<file path="src/rtl/tl_pkg.sv">
// Shared colour codes and phase-state enum for the multi-approach traffic light controller.
// Defining TL_PED_EN adds the pedestrian WALK phase.
package tl_pkg;

    localparam logic [1:0] C_GREEN  = 2'b00;
    localparam logic [1:0] C_YELLOW = 2'b01;
    localparam logic [1:0] C_LEFT   = 2'b10;
    localparam logic [1:0] C_RED    = 2'b11;

    typedef enum logic [2:0] {
        GRN   = 3'd0,
        YEL_A = 3'd1,
        LFT   = 3'd2,
        YEL_B = 3'd3
`ifdef TL_PED_EN
        , WALK = 3'd4
`endif
    } phase_t;

    function automatic int unsigned max_u(input int unsigned a, input int unsigned b);
        return (a > b) ? a : b;
    endfunction

endpackage

</file>
<file path="src/rtl/tl_phase_timer.sv">
// Per-phase cycle counter with the terminal compares used by the phase FSM.
// The WALK_CYC terminal compare exists only when TL_PED_EN is defined.
module tl_phase_timer
    import tl_pkg::*;
#(
    parameter int unsigned MIN_GRN_CYC = 4,
    parameter int unsigned MAX_GRN_CYC = 16,
    parameter int unsigned YEL_CYC     = 2,
    parameter int unsigned WALK_CYC    = 3
) (
    input  logic clk,
    input  logic reset_n,
    input  logic clr,
    output logic min_done_c,
    output logic max_hit_c,
`ifdef TL_PED_EN
    output logic walk_done_c,
`endif
    output logic yel_done_c
);

    localparam int unsigned CNT_MAX = max_u(max_u(MIN_GRN_CYC, MAX_GRN_CYC),
                                            max_u(YEL_CYC, WALK_CYC));
    localparam int unsigned CW      = (CNT_MAX > 1) ? $clog2(CNT_MAX) : 1;

    logic [CW-1:0] cnt;
    logic [CW-1:0] cnt_nxt;

    // Saturate so an unlimited green keeps its minimum-time flag asserted.
    always_comb begin
        cnt_nxt = cnt;
        if (clr) begin
            cnt_nxt = '0;
        end else if (cnt != '1) begin
            cnt_nxt = cnt + CW'(1);
        end
    end

    always_ff @(posedge clk or negedge reset_n) begin
        if (!reset_n) begin
            cnt <= '0;
        end else begin
            cnt <= cnt_nxt;
        end
    end

    assign min_done_c  = (cnt >= CW'(MIN_GRN_CYC - 1));
    assign max_hit_c   = (MAX_GRN_CYC != 0) && (cnt == CW'(MAX_GRN_CYC - 1));
    assign yel_done_c  = (cnt == CW'(YEL_CYC - 1));
`ifdef TL_PED_EN
    assign walk_done_c = (cnt == CW'(WALK_CYC - 1));
`endif

endmodule

</file>
<file path="src/rtl/tl_cntr_multi.sv">
// Round-robin traffic light controller: GRN -> YEL_A -> [LFT -> YEL_B] per approach.
// Defining TL_PED_EN adds ped_req/walk and an all-red WALK phase at approach boundaries.
module tl_cntr_multi
    import tl_pkg::*;
#(
    parameter int unsigned N_APPR      = 2,
    parameter int unsigned MIN_GRN_CYC = 4,
    parameter int unsigned MAX_GRN_CYC = 16,
    parameter int unsigned YEL_CYC     = 2,
    parameter int unsigned WALK_CYC    = 3
) (
    input  logic                                          clk,
    input  logic                                          reset_n,
    input  logic [N_APPR-1:0]                             T,
    input  logic [N_APPR-1:0]                             TL,
`ifdef TL_PED_EN
    input  logic                                          ped_req,
    output logic                                          walk,
`endif
    output logic [2*N_APPR-1:0]                           L,
    output logic [((N_APPR > 2) ? $clog2(N_APPR) : 1)-1:0] idx
);

    localparam int unsigned IW = (N_APPR > 2) ? $clog2(N_APPR) : 1;
    localparam int unsigned LW = 2 * N_APPR;
    localparam logic [LW-1:0] L_RST = {{(N_APPR - 1){C_RED}}, C_GREEN};

    phase_t        state;
    phase_t        state_nxt;
    logic [IW-1:0] idx_nxt;
    logic [IW-1:0] idx_inc;
    logic [LW-1:0] l_nxt;
    logic          boundary;
    logic          min_done;
    logic          max_hit;
    logic          yel_done;
`ifdef TL_PED_EN
    logic          walk_done;
    logic          pend;
    logic          pend_nxt;
`endif

    tl_phase_timer #(
        .MIN_GRN_CYC (MIN_GRN_CYC),
        .MAX_GRN_CYC (MAX_GRN_CYC),
        .YEL_CYC     (YEL_CYC),
        .WALK_CYC    (WALK_CYC)
    ) u_timer (
        .clk         (clk),
        .reset_n     (reset_n),
        .clr         (state_nxt != state),
        .min_done_c  (min_done),
        .max_hit_c   (max_hit),
`ifdef TL_PED_EN
        .walk_done_c (walk_done),
`endif
        .yel_done_c  (yel_done)
    );

    assign idx_inc = (idx == IW'(N_APPR - 1)) ? '0 : idx + IW'(1);

    // Next-state logic; sensors only matter on the exit-decision cycle.
    always_comb begin
        state_nxt = state;
        idx_nxt   = idx;
        boundary  = 1'b0;
`ifdef TL_PED_EN
        pend_nxt  = pend | ped_req;
`endif
        case (state)
            GRN: begin
                if (min_done && (!T[idx] || max_hit)) begin
                    state_nxt = YEL_A;
                end
            end
            YEL_A: begin
                if (yel_done) begin
                    if (TL[idx]) begin
                        state_nxt = LFT;
                    end else begin
                        boundary = 1'b1;
                    end
                end
            end
            LFT: begin
                if (min_done && (!TL[idx] || max_hit)) begin
                    state_nxt = YEL_B;
                end
            end
            YEL_B: begin
                if (yel_done) begin
                    boundary = 1'b1;
                end
            end
`ifdef TL_PED_EN
            WALK: begin
                if (walk_done) begin
                    state_nxt = GRN;
                    idx_nxt   = idx_inc;
                end
            end
`endif
            default: begin
                state_nxt = GRN;
            end
        endcase

        if (boundary) begin
`ifdef TL_PED_EN
            // A request arriving on the entry cycle is served by this walk, not re-latched.
            if (pend || ped_req) begin
                state_nxt = WALK;
                pend_nxt  = 1'b0;
            end else begin
                state_nxt = GRN;
                idx_nxt   = idx_inc;
            end
`else
            state_nxt = GRN;
            idx_nxt   = idx_inc;
`endif
        end
    end

    // Lamp decode of the upcoming state so L is a registered Moore output.
    always_comb begin
        l_nxt = {N_APPR{C_RED}};
        for (int unsigned i = 0; i < N_APPR; i++) begin
            if (idx_nxt == IW'(i)) begin
                case (state_nxt)
                    GRN:          l_nxt[2*i +: 2] = C_GREEN;
                    YEL_A, YEL_B: l_nxt[2*i +: 2] = C_YELLOW;
                    LFT:          l_nxt[2*i +: 2] = C_LEFT;
                    default:      l_nxt[2*i +: 2] = C_RED;
                endcase
            end
        end
    end

    always_ff @(posedge clk or negedge reset_n) begin
        if (!reset_n) begin
            state <= GRN;
            idx   <= '0;
            L     <= L_RST;
`ifdef TL_PED_EN
            pend  <= 1'b0;
            walk  <= 1'b0;
`endif
        end else begin
            state <= state_nxt;
            idx   <= idx_nxt;
            L     <= l_nxt;
`ifdef TL_PED_EN
            pend  <= pend_nxt;
            walk  <= (state_nxt == WALK);
`endif
        end
    end

endmodule

</file>
<file path="config.mk">
export PLATFORM = sky130hd
export DESIGN_NAME = tl_cntr_multi
export DESIGN_NICKNAME = d
export VERILOG_FILES = /design/src/rtl/tl_pkg.sv /design/src/rtl/tl_phase_timer.sv /design/src/rtl/tl_cntr_multi.sv
export SDC_FILE = /design/constraint.sdc
export NUM_CORES = 1
export LEC_CHECK = 0
export ABC_AREA = 0
export BUFFER_PORTS_ARGS = -buffer_cell sky130_fd_sc_hd__clkbuf_2
export CAP_MARGIN = 20
export CORE_AREA = 8 8 45 47
export DETAILED_ROUTE_END_ITERATION = 7
export DIE_AREA = 0 0 53 55
export PLACE_DENSITY = 0.79
export SLEW_MARGIN = 25
export SYNTH_ARGS = -nofsm -noshare
export SYNTH_HDL_FRONTEND = slang
export SYNTH_SLANG_ARGS = --single-unit
</file>
<file path="constraint.sdc">
create_clock -name clk -period 5.75 [get_ports clk]
set_clock_uncertainty 0.2 [all_clocks]
set_input_delay 1.725 -clock clk [delete_from_list [all_inputs] [get_ports clk]]
set_output_delay 1.725 -clock clk [all_outputs]
set_load 0.01 [all_outputs]
</file>
==> impl_metrics.tcl, run 1 <==
set metrics [dict create \
    outcome "completed" \
    cp.buffers_inverters 1 \
    internal_power_uw 186 \
    routed_wl_um 1270 \
    rsz0062_at_grt "no" \
    synth_area_um2 709 \
    dieWidth_um 53 \
    finalSetupViolCount 0 \
    ys.flop_type "dfrtp_1" \
    grt_pass1_vias 552 \
    rows 14 \
    nFillCells 120 \
    clockRootBuffer "clkbuf_4" \
    cpMaxStageDelayCell "dfrtp_1" \
    finalInstanceArea_um2 793 \
    num_io_pins 11 \
    yosys_warnings 0 \
    p_sw_frac 0.318 \
    ys_ff_latch 12 \
    post-place-ws_ps 2630 \
    multi_input_area_um2 373 \
    finalWorstSetupSlack_ps 2890 \
    wl_per_cell_um 14.4 \
    p_total_uw 272 \
    synthArstFlopShare 1.00 \
    avgSynthCellArea_um2 11.6 \
    synth-edff-count 0 \
    hold_path_class "reg -> reg" \
    initial_utilization 0.513 \
    clkLatencyLatePin_ps 270 \
    syn_inst 61 \
    post_cts_resized 0 \
    area_growth_pct 11.8 \
    slew_viol_final 0 \
    hold_violations 0 \
    comb_power_share 0.304 \
    vdd_ir_drop_max_mv 0.181 \
    cp.required_ps 3830 \
    viasPerCell 5.73 \
    gp_congestion 0.764 \
    power_density_nw_per_um2 343 \
    drtIter0Drc 7 \
    drt_first_pass_iters 5 \
    cp_data_arrival_time_ps 940 \
    htreeDepth 1 \
    hold_slack_ps 427 \
    grt_use_total 0.106 \
    grt_remaining_overflow 0 \
    path_delay_family "flip-flops" \
    grt_start_max_net_pins 13 \
    cts_setup_buffers 0 \
    critPathMaxStageDelay_ps 490 \
    io_buffers 10 \
    ys_types 36 \
    cts_buffers 3 \
    leakage_uw 0.000354 \
    fp.coreArea_um2 1380 \
    cts_tree "yes" \
    fin_nets 81 \
    hold_buffers 0 \
    clk_path_buf_depth 2 \
    maxCapViolCount 0 \
    clock-sinks 12 \
    antenna_left 0 \
    drc_errors 0 \
    yosysSeqAreaShare 0.427 \
    critPathKind "reg -> out" \
    layout-drive-gt1-share 0.347 \
    seq_power_share 0.460 \
    power.share.clock 0.236 \
    diodes 0 \
    vias 504 \
    register_area_um2 303 \
    switchingPower_uw 86.6 \
    syn-num-nets 69 \
    fp.dieArea_um2 2920 \
    critPathCaptureType "output pin" \
    die_y_um 55 \
    clk_pin_slew_ps 70 \
    finalCriticalPeriod_ps 2860 \
    fmax_ghz 0.349 \
    worstPathCellList "clkbuf_2" \
    cp_max_fo 8 \
    setup-tns-final_ps 0 \
    dpl_cell_area_um2 757 \
    start_kind "register" \
    grt_antenna_before_repair 0 \
    period_share 0.498 \
    grt_pass1_wl_um 2280 \
]
-- Yosys cell counts (all sizes together) (2+ instances only) --
library cell | number | share of area
and2b | 2 | 0.025
clkbuf | 2 | 0.016
dfrtp | 10 | 0.35
dfstp | 2 | 0.074
ha | 2 | 0.035
inv | 3 | 0.016
mux2i | 4 | 0.056
nand2b | 2 | 0.018
nand3 | 3 | 0.021
nor2 | 3 | 0.016
nor4 | 3 | 0.026
o211ai | 2 | 0.021
o41ai | 2 | 0.062
-- cell usage in the layout (no fill, tap or decap), types with 2 or more instances in the layout --
master     n
nor4_1     3
mux2i_1    4
clkbuf_2  10
o211ai_1   2
and2b_2    2
nand3_1    3
dfrtp_1   10
nand2b_1   2
ha_1       2
clkbuf_4   3
dfstp_2    2
inv_1      3
nor2_1     3
-- kinds of logic (layout without fill, tap and decap cells) --
logic type / Yosys count / in the layout / share of synthesized area
adder cells (fa/ha/maj): 2 / 2 / 0.0353
XOR/XNOR: 1 / 1 / 0.0123
flip-flops: 12 / 12 / 0.427
buffers and inverters: 6 / 17 / 0.0476
AO/OA/AOI/OAI: 17 / 17 / 0.229
AND/OR/NAND/NOR: 18 / 18 / 0.187
multiplexers: 4 / 4 / 0.0564
other: 1 / 1 / 0.00529
-- per-layer routing --
layer / track usage / routed length, µm / up-vias
li1: - / - / 250
met1: 0.0976 / 488 / 242
met2: 0.189 / 694 / 10
met3: 0.0428 / 75 / 2
met4: 0.0690 / 8 / 0
met5: 0 / 0 / -
-- registers in the layout, summed over array words and instances (netlist names) --
signal / flops
idx: 1
u_timer.cnt: 4
L: 4
state: 3
-- power groups by stage --
stage          Sequential (µW)  Combinational (µW)  Clock, µW
3_3_place_gp               126                81.0          0
2_1_floorplan              131                50.1          0
4_1_cts                    125                84.3       67.8
3_5_place_dp               127                83.4          0
5_1_grt                    129                93.7       69.5
6_report                   125                82.8       64.4
-- area by class of cell --
class	count	share of cell area
multi-input cells	43	0.470
well taps	16	0.0252
repair buffers	10	0.0631
inverters	3	0.0142
clock buffers	4	0.0457
flip-flops and latches	12	0.382
-- worst paths after layout --
check | from | to | slack (ps) | depth (start not counted)
worst max-delay path | idx | idx | 2890 | 1
worst min-delay path | u_timer.cnt[1] | u_timer.cnt[1] | 430 | 2
worst max register to register | u_timer.cnt[0] | L[0] | 3760 | 5
worst min register to register | u_timer.cnt[1] | u_timer.cnt[1] | 430 | 2
max in group asynchronous | reset_n | L[2] | 3960 | 1
min in group asynchronous | reset_n | u_timer.cnt[1] | 1120 | 1
-- metrics by stage --
step / utilization / std cells
after CTS: 0.573 / 88
after detailed placement: 0.547 / 84
after global routing: 0.573 / 88
final: 0.573 / 88
after global placement: 0.547 / 84
after floorplan: - / 61
No activity file was read; power rests on OpenSTA's default activity.
==> run 2: changes to the inputs <==
--- a/config.mk
+++ b/config.mk
@@ -5,13 +5,13 @@
 export SDC_FILE = /design/constraint.sdc
 export NUM_CORES = 1
 export LEC_CHECK = 0
-export ABC_AREA = 0
+export ABC_AREA = 1
 export BUFFER_PORTS_ARGS = -buffer_cell sky130_fd_sc_hd__clkbuf_2
 export CAP_MARGIN = 20
 export CORE_AREA = 8 8 45 47
 export DETAILED_ROUTE_END_ITERATION = 7
 export DIE_AREA = 0 0 53 55
-export PLACE_DENSITY = 0.79
+export PLACE_DENSITY = 0.7
 export SLEW_MARGIN = 25
 export SYNTH_ARGS = -nofsm -noshare
 export SYNTH_HDL_FRONTEND = slang
==> constraint.sdc (replaced) <==
create_clock -name clk -period 2.99 [get_ports clk]
set_clock_uncertainty 0.2 [all_clocks]
set_input_delay 0.897 -clock clk [delete_from_list [all_inputs] [get_ports clk]]
set_output_delay 0.897 -clock clk [all_outputs]
set_load 0.01 [all_outputs]
==> impl_metrics.tcl, run 2 <==
set metrics [dict create \
    outcome "completed" \
    wl_per_cell_um 9.65 \
    fp.dieArea_um2 2920 \
    register_area_um2 303 \
    cpMaxStageDelayCell "dfstp_2" \
    routed_wl_um 984 \
    cp_data_arrival_time_ps 900 \
    layout-drive-gt1-share 0.314 \
    antenna_left 0 \
    fin_nets 95 \
    hpwl_um 792 \
    drt_first_pass_iters 4 \
    ys_ff_latch 12 \
    rsz0062_at_grt "no" \
    top_regs "L: 4 flops, u_timer.cnt: 4 flops, state: 3 flops" \
    grt_use_total 0.0790 \
    vdd_ir_drop_max_mv 0.338 \
    drtIter0Drc 6 \
    start_kind "register" \
    final_cell_mix "20 x nand2_1, 10 x dfrtp_1, 10 x inv_1, 10 x clkbuf_2" \
    grt_remaining_overflow 0 \
    ys.flop_type "dfrtp_1" \
    grt_antenna_before_repair 0 \
    clk_path_buf_depth 2 \
    post_cts_resized 0 \
    yosys.area.top_type_share 0.416 \
    hold_path_class "in -> async" \
    path_delay_family "flip-flops" \
    p_total_uw 554 \
    yosysMostFrequentCell "nand2_1" \
    io_buffers 10 \
    clk_pin_slew_ps 70 \
    setup-tns-final_ps 0 \
    synth_largest_area_cell "dfrtp_1" \
    cts_buffers 3 \
    grt_start_max_net_pins 13 \
    nFillCells 140 \
    synth_commonest_cells "20 x nand2_1, 10 x dfrtp_1, 10 x inv_1" \
    multi_input_area_um2 254 \
    drc_errors 0 \
    cp.buffers_inverters 1 \
    avgSynthCellArea_um2 8.36 \
    diodes 0 \
    die_y_um 55 \
    critPathKind "reg -> out" \
    vias 472 \
    ys_types 20 \
    slew_viol_final 0 \
    cp_max_fo 1 \
    power_density_nw_per_um2 783 \
    cts_tree "yes" \
    area_growth_pct 17.7 \
    synth_area_um2 602 \
    leakage_uw 0.000401 \
    grt_pass1_wl_um 1640 \
    cts_setup_buffers 0 \
    synth-edff-count 0 \
    cp.required_ps 1890 \
    yosys_warnings 0 \
    yosysSeqAreaShare 0.503 \
    num_io_pins 11 \
    syn_inst 72 \
    final_util 0.512 \
    fp.coreArea_um2 1380 \
    period_share 0.669 \
    dieWidth_um 53 \
    finalCriticalPeriod_ps 2000 \
    maxCapViolCount 0 \
    hold_violations 0 \
    fmax_ghz 0.500 \
    worstPathCellList "clkbuf_2" \
    htreeDepth 1 \
    grt_pass1_vias 450 \
    rows 14 \
    layout_commonest_cell "nand2_1" \
    clock-sinks 12 \
    viasPerCell 4.63 \
    syn-num-nets 80 \
    gp_congestion 0.817 \
    ys_top_cells_by_area "dfrtp_1 42%, nand2_1 12%, dfstp_2 8.7%" \
    initial_utilization 0.435 \
    hold_buffers 0 \
    finalSetupViolCount 0 \
    clockRootBuffer "clkbuf_4" \
    critPathCaptureType "output pin" \
    clkLatencyLatePin_ps 270 \
    critPathMaxStageDelay_ps 510 \
    synthArstFlopShare 1.00 \
]
[run 2: where the power goes]
part	switching (µW)	total (µW)	internal, µW
logic	111	186	75.4
registers	30.1	242	212
clock network	52.0	126	74.1
total	193	554	361
[run 2: final timing paths]
kind / slack (ps) / cells after the start / start / to
max reg2reg: 1410 / 8 / u_timer.cnt[0] / L[1]
min reg2reg: 430 / 2 / idx / idx
min in group clk: 430 / 2 / idx / idx
max in group asynchronous: 2020 / 1 / reset_n / L[2]
min: 290 / 1 / reset_n / u_timer.cnt[3]
max: 990 / 1 / L[2] / L[2]
[run 2: cell families (layout without fill, tap and decap cells)]
| group | after synthesis | after routing | synth area share |
|---|---|---|---|
| fa+ha+maj | 2 | 2 | 0.0416 |
| compound gates | 5 | 5 | 0.0541 |
| buf+inv | 12 | 26 | 0.0749 |
| other cells | 1 | 1 | 0.00623 |
| flops | 12 | 12 | 0.503 |
| xor+xnor | 1 | 1 | 0.0146 |
| mux | 1 | 1 | 0.0166 |
| simple gates | 38 | 38 | 0.289 |
[run 2: metal layers]
layer | global-route usage | part of all wire
met1 | 0.0722 | 0.41
met2 | 0.135 | 0.47
met3 | 0.0187 | 0.072
met4 | 0.0905 | 0.045
met5 | 0 | 0
[run 2: final cells by class]
cell class                      instances  area share
Clock buffer                            4      0.0512
Inverter                               12      0.0636
Multi-Input combinational cell         48       0.359
Sequential cell                        12       0.428
Tap cell                               16      0.0283
Timing Repair Buffer                   10      0.0707
[run 2: stage by stage]
stage / area, µm² / hold slack [ps] / setup WS (ps) / instances
3_5_place_dp: 672 / 407 / 1120 / 98
2_1_floorplan: 602 / 369 / 1300 / 72
6_report: 708 / 287 / 989 / 102
3_3_place_gp: 672 / 401 / 1140 / 98
4_1_cts: 708 / 296 / 977 / 102
5_1_grt: 708 / 294 / 937 / 102
==> run 3: changes to the inputs <==
==> constraint.sdc (replaced) <==
create_clock -name clk -period 2 [get_ports clk]
set_clock_uncertainty 0.2 [all_clocks]
set_input_delay 0.6 -clock clk [delete_from_list [all_inputs] [get_ports clk]]
set_output_delay 0.6 -clock clk [all_outputs]
set_load 0.01 [all_outputs]
==> impl_metrics.tcl, run 3 (synthesized netlist as in run 2, its figures left out) <==
set metrics [dict create \
    fp.dieArea_um2 2920 \
    rr_endpoint "L[1]" \
    cpMaxStageDelayCell "dfstp_2" \
    drtIter0Drc 9 \
    startpoint "L[2]" \
    finalSetupViolCount 0 \
    fp.coreArea_um2 1380 \
    fin_nets 96 \
    critPathKind "reg -> out" \
    routed_wl_um 1010 \
    slew_viol_final 0 \
    cts_setup_buffers 0 \
    antenna_left 0 \
    top_regs "L: 4 flops, u_timer.cnt: 4 flops, state: 3 flops" \
    grt_remaining_overflow 0 \
    layout_commonest_cell "nand2_1" \
    worst-path-stages 1 \
    initial_utilization 0.435 \
    grt_pass1_vias 400 \
    hold_path_class "reg -> reg" \
    finalWorstSetupSlack_ps 291 \
    period_share 0.855 \
    power_density_nw_per_um2 1160 \
    p_total_uw 832 \
    critPathCaptureType "output pin" \
    hold_violations 0 \
    drc_errors 0 \
    cp_max_fo 1 \
    clockRootBuffer "clkbuf_4" \
    leakage_uw 0.000405 \
    grt_antenna_before_repair 0 \
    cp_data_arrival_time_ps 910 \
    viasPerCell 4.54 \
    worstRegToRegCells 8 \
    grt_start_max_net_pins 13 \
    dpl_cell_area_um2 672 \
    cp.required_ps 1200 \
    clk_pin_slew_ps 70 \
    rsz0062_at_grt "no" \
    critPathMaxStageDelay_ps 520 \
    finalCriticalPeriod_ps 1710 \
    maxCapViolCount 0 \
    gp_congestion 0.827 \
    nFillCells 139 \
    cts_tree "yes" \
    dieWidth_um 53 \
    vias 468 \
    fmax_ghz 0.585 \
    num_io_pins 11 \
    hold_slack_ps 407 \
    path_delay_family "flip-flops" \
    outcome "completed" \
    rows 14 \
    finalInstanceArea_um2 718 \
    htreeDepth 1 \
    clock-sinks 12 \
    final_cell_mix "20 x nand2_1, 10 x dfrtp_1, 10 x inv_1, 10 x clkbuf_2" \
    io_buffers 10 \
    grt_pass1_wl_um 1570 \
    die_y_um 55 \
    endpoint "L[2]" \
    worstPathCellList "clkbuf_2" \
    clkLatencyLatePin_ps 280 \
    cts_buffers 3 \
    vdd_ir_drop_max_mv 0.537 \
    hpwl_um 781 \
    area_growth_pct 19.3 \
    worstReg2RegStart "u_timer.cnt[0]" \
    start_kind "register" \
    setup-tns-final_ps 0 \
    post-place-ws_ps 419 \
    cp.buffers_inverters 1 \
    drt_first_pass_iters 4 \
    wl_per_cell_um 9.82 \
    diodes 0 \
    clk_path_buf_depth 2 \
    r2r_slack_ps 410 \
    grt_use_total 0.0768 \
    layout-drive-gt1-share 0.310 \
]
-- run 3: timing repair --
item,in CTS,in global routing
resized for setup,0,0
hold buffers,1,0
endpoints found under the hold margin,10,0
-- run 3: how the worst min path moves through the flow --
stage / start / cells after the start / endpoint
after CTS: idx / 2 / idx
after global placement: reset_n / 1 / u_timer.cnt[1]
final: idx / 2 / idx
after detailed placement: reset_n / 1 / u_timer.cnt[1]
after floorplan: reset_n / 0 / L[0]
after global routing: idx / 2 / idx
-- run 3: worst reg2reg max path: stages, from the launching register on --
cell     delay, ps
dfrtp_1        420
ha_1           220
nand3_1        170
nand2_1        100
inv_1           40
nand2_1         70
nand2_1        130
nand2_2        100
nand2_1         50
-- run 3: power breakdown --
group / total, µW / leakage (µW) / switching (µW) / internal (µW)
clock network: 192 / 0.0000210 / 81.2 / 111
registers: 363 / 0.000154 / 45.7 / 317
logic: 277 / 0.000229 / 165 / 113
total: 832 / 0.000405 / 291 / 540
-- run 3: final cells by class --
cell class / count / area (µm²) / share of cell area
clock buffers: 4 / 36.3 / 0.0505
flip-flops and latches: 12 / 303 / 0.422
repair buffers: 11 / 60.1 / 0.0836
multi-input cells: 48 / 254 / 0.354
well taps: 16 / 20.0 / 0.0279
inverters: 12 / 45.0 / 0.0627
-- run 3: through the flow --
step / std cells / utilization
2_1_floorplan: 72 / -
3_3_place_gp: 98 / 0.486
3_5_place_dp: 98 / 0.486
4_1_cts: 103 / 0.519
5_1_grt: 103 / 0.519
6_report: 103 / 0.519
-- run 3: per-layer routing --
metal | vias up | wire length, µm | global-route usage
met3 | 4 | 64 | 0.00802
met1 | 205 | 434 | 0.0784
met5 | - | 0 | 0
met2 | 13 | 460 | 0.115
li1 | 246 | - | -
met4 | 0 | 52 | 0.116
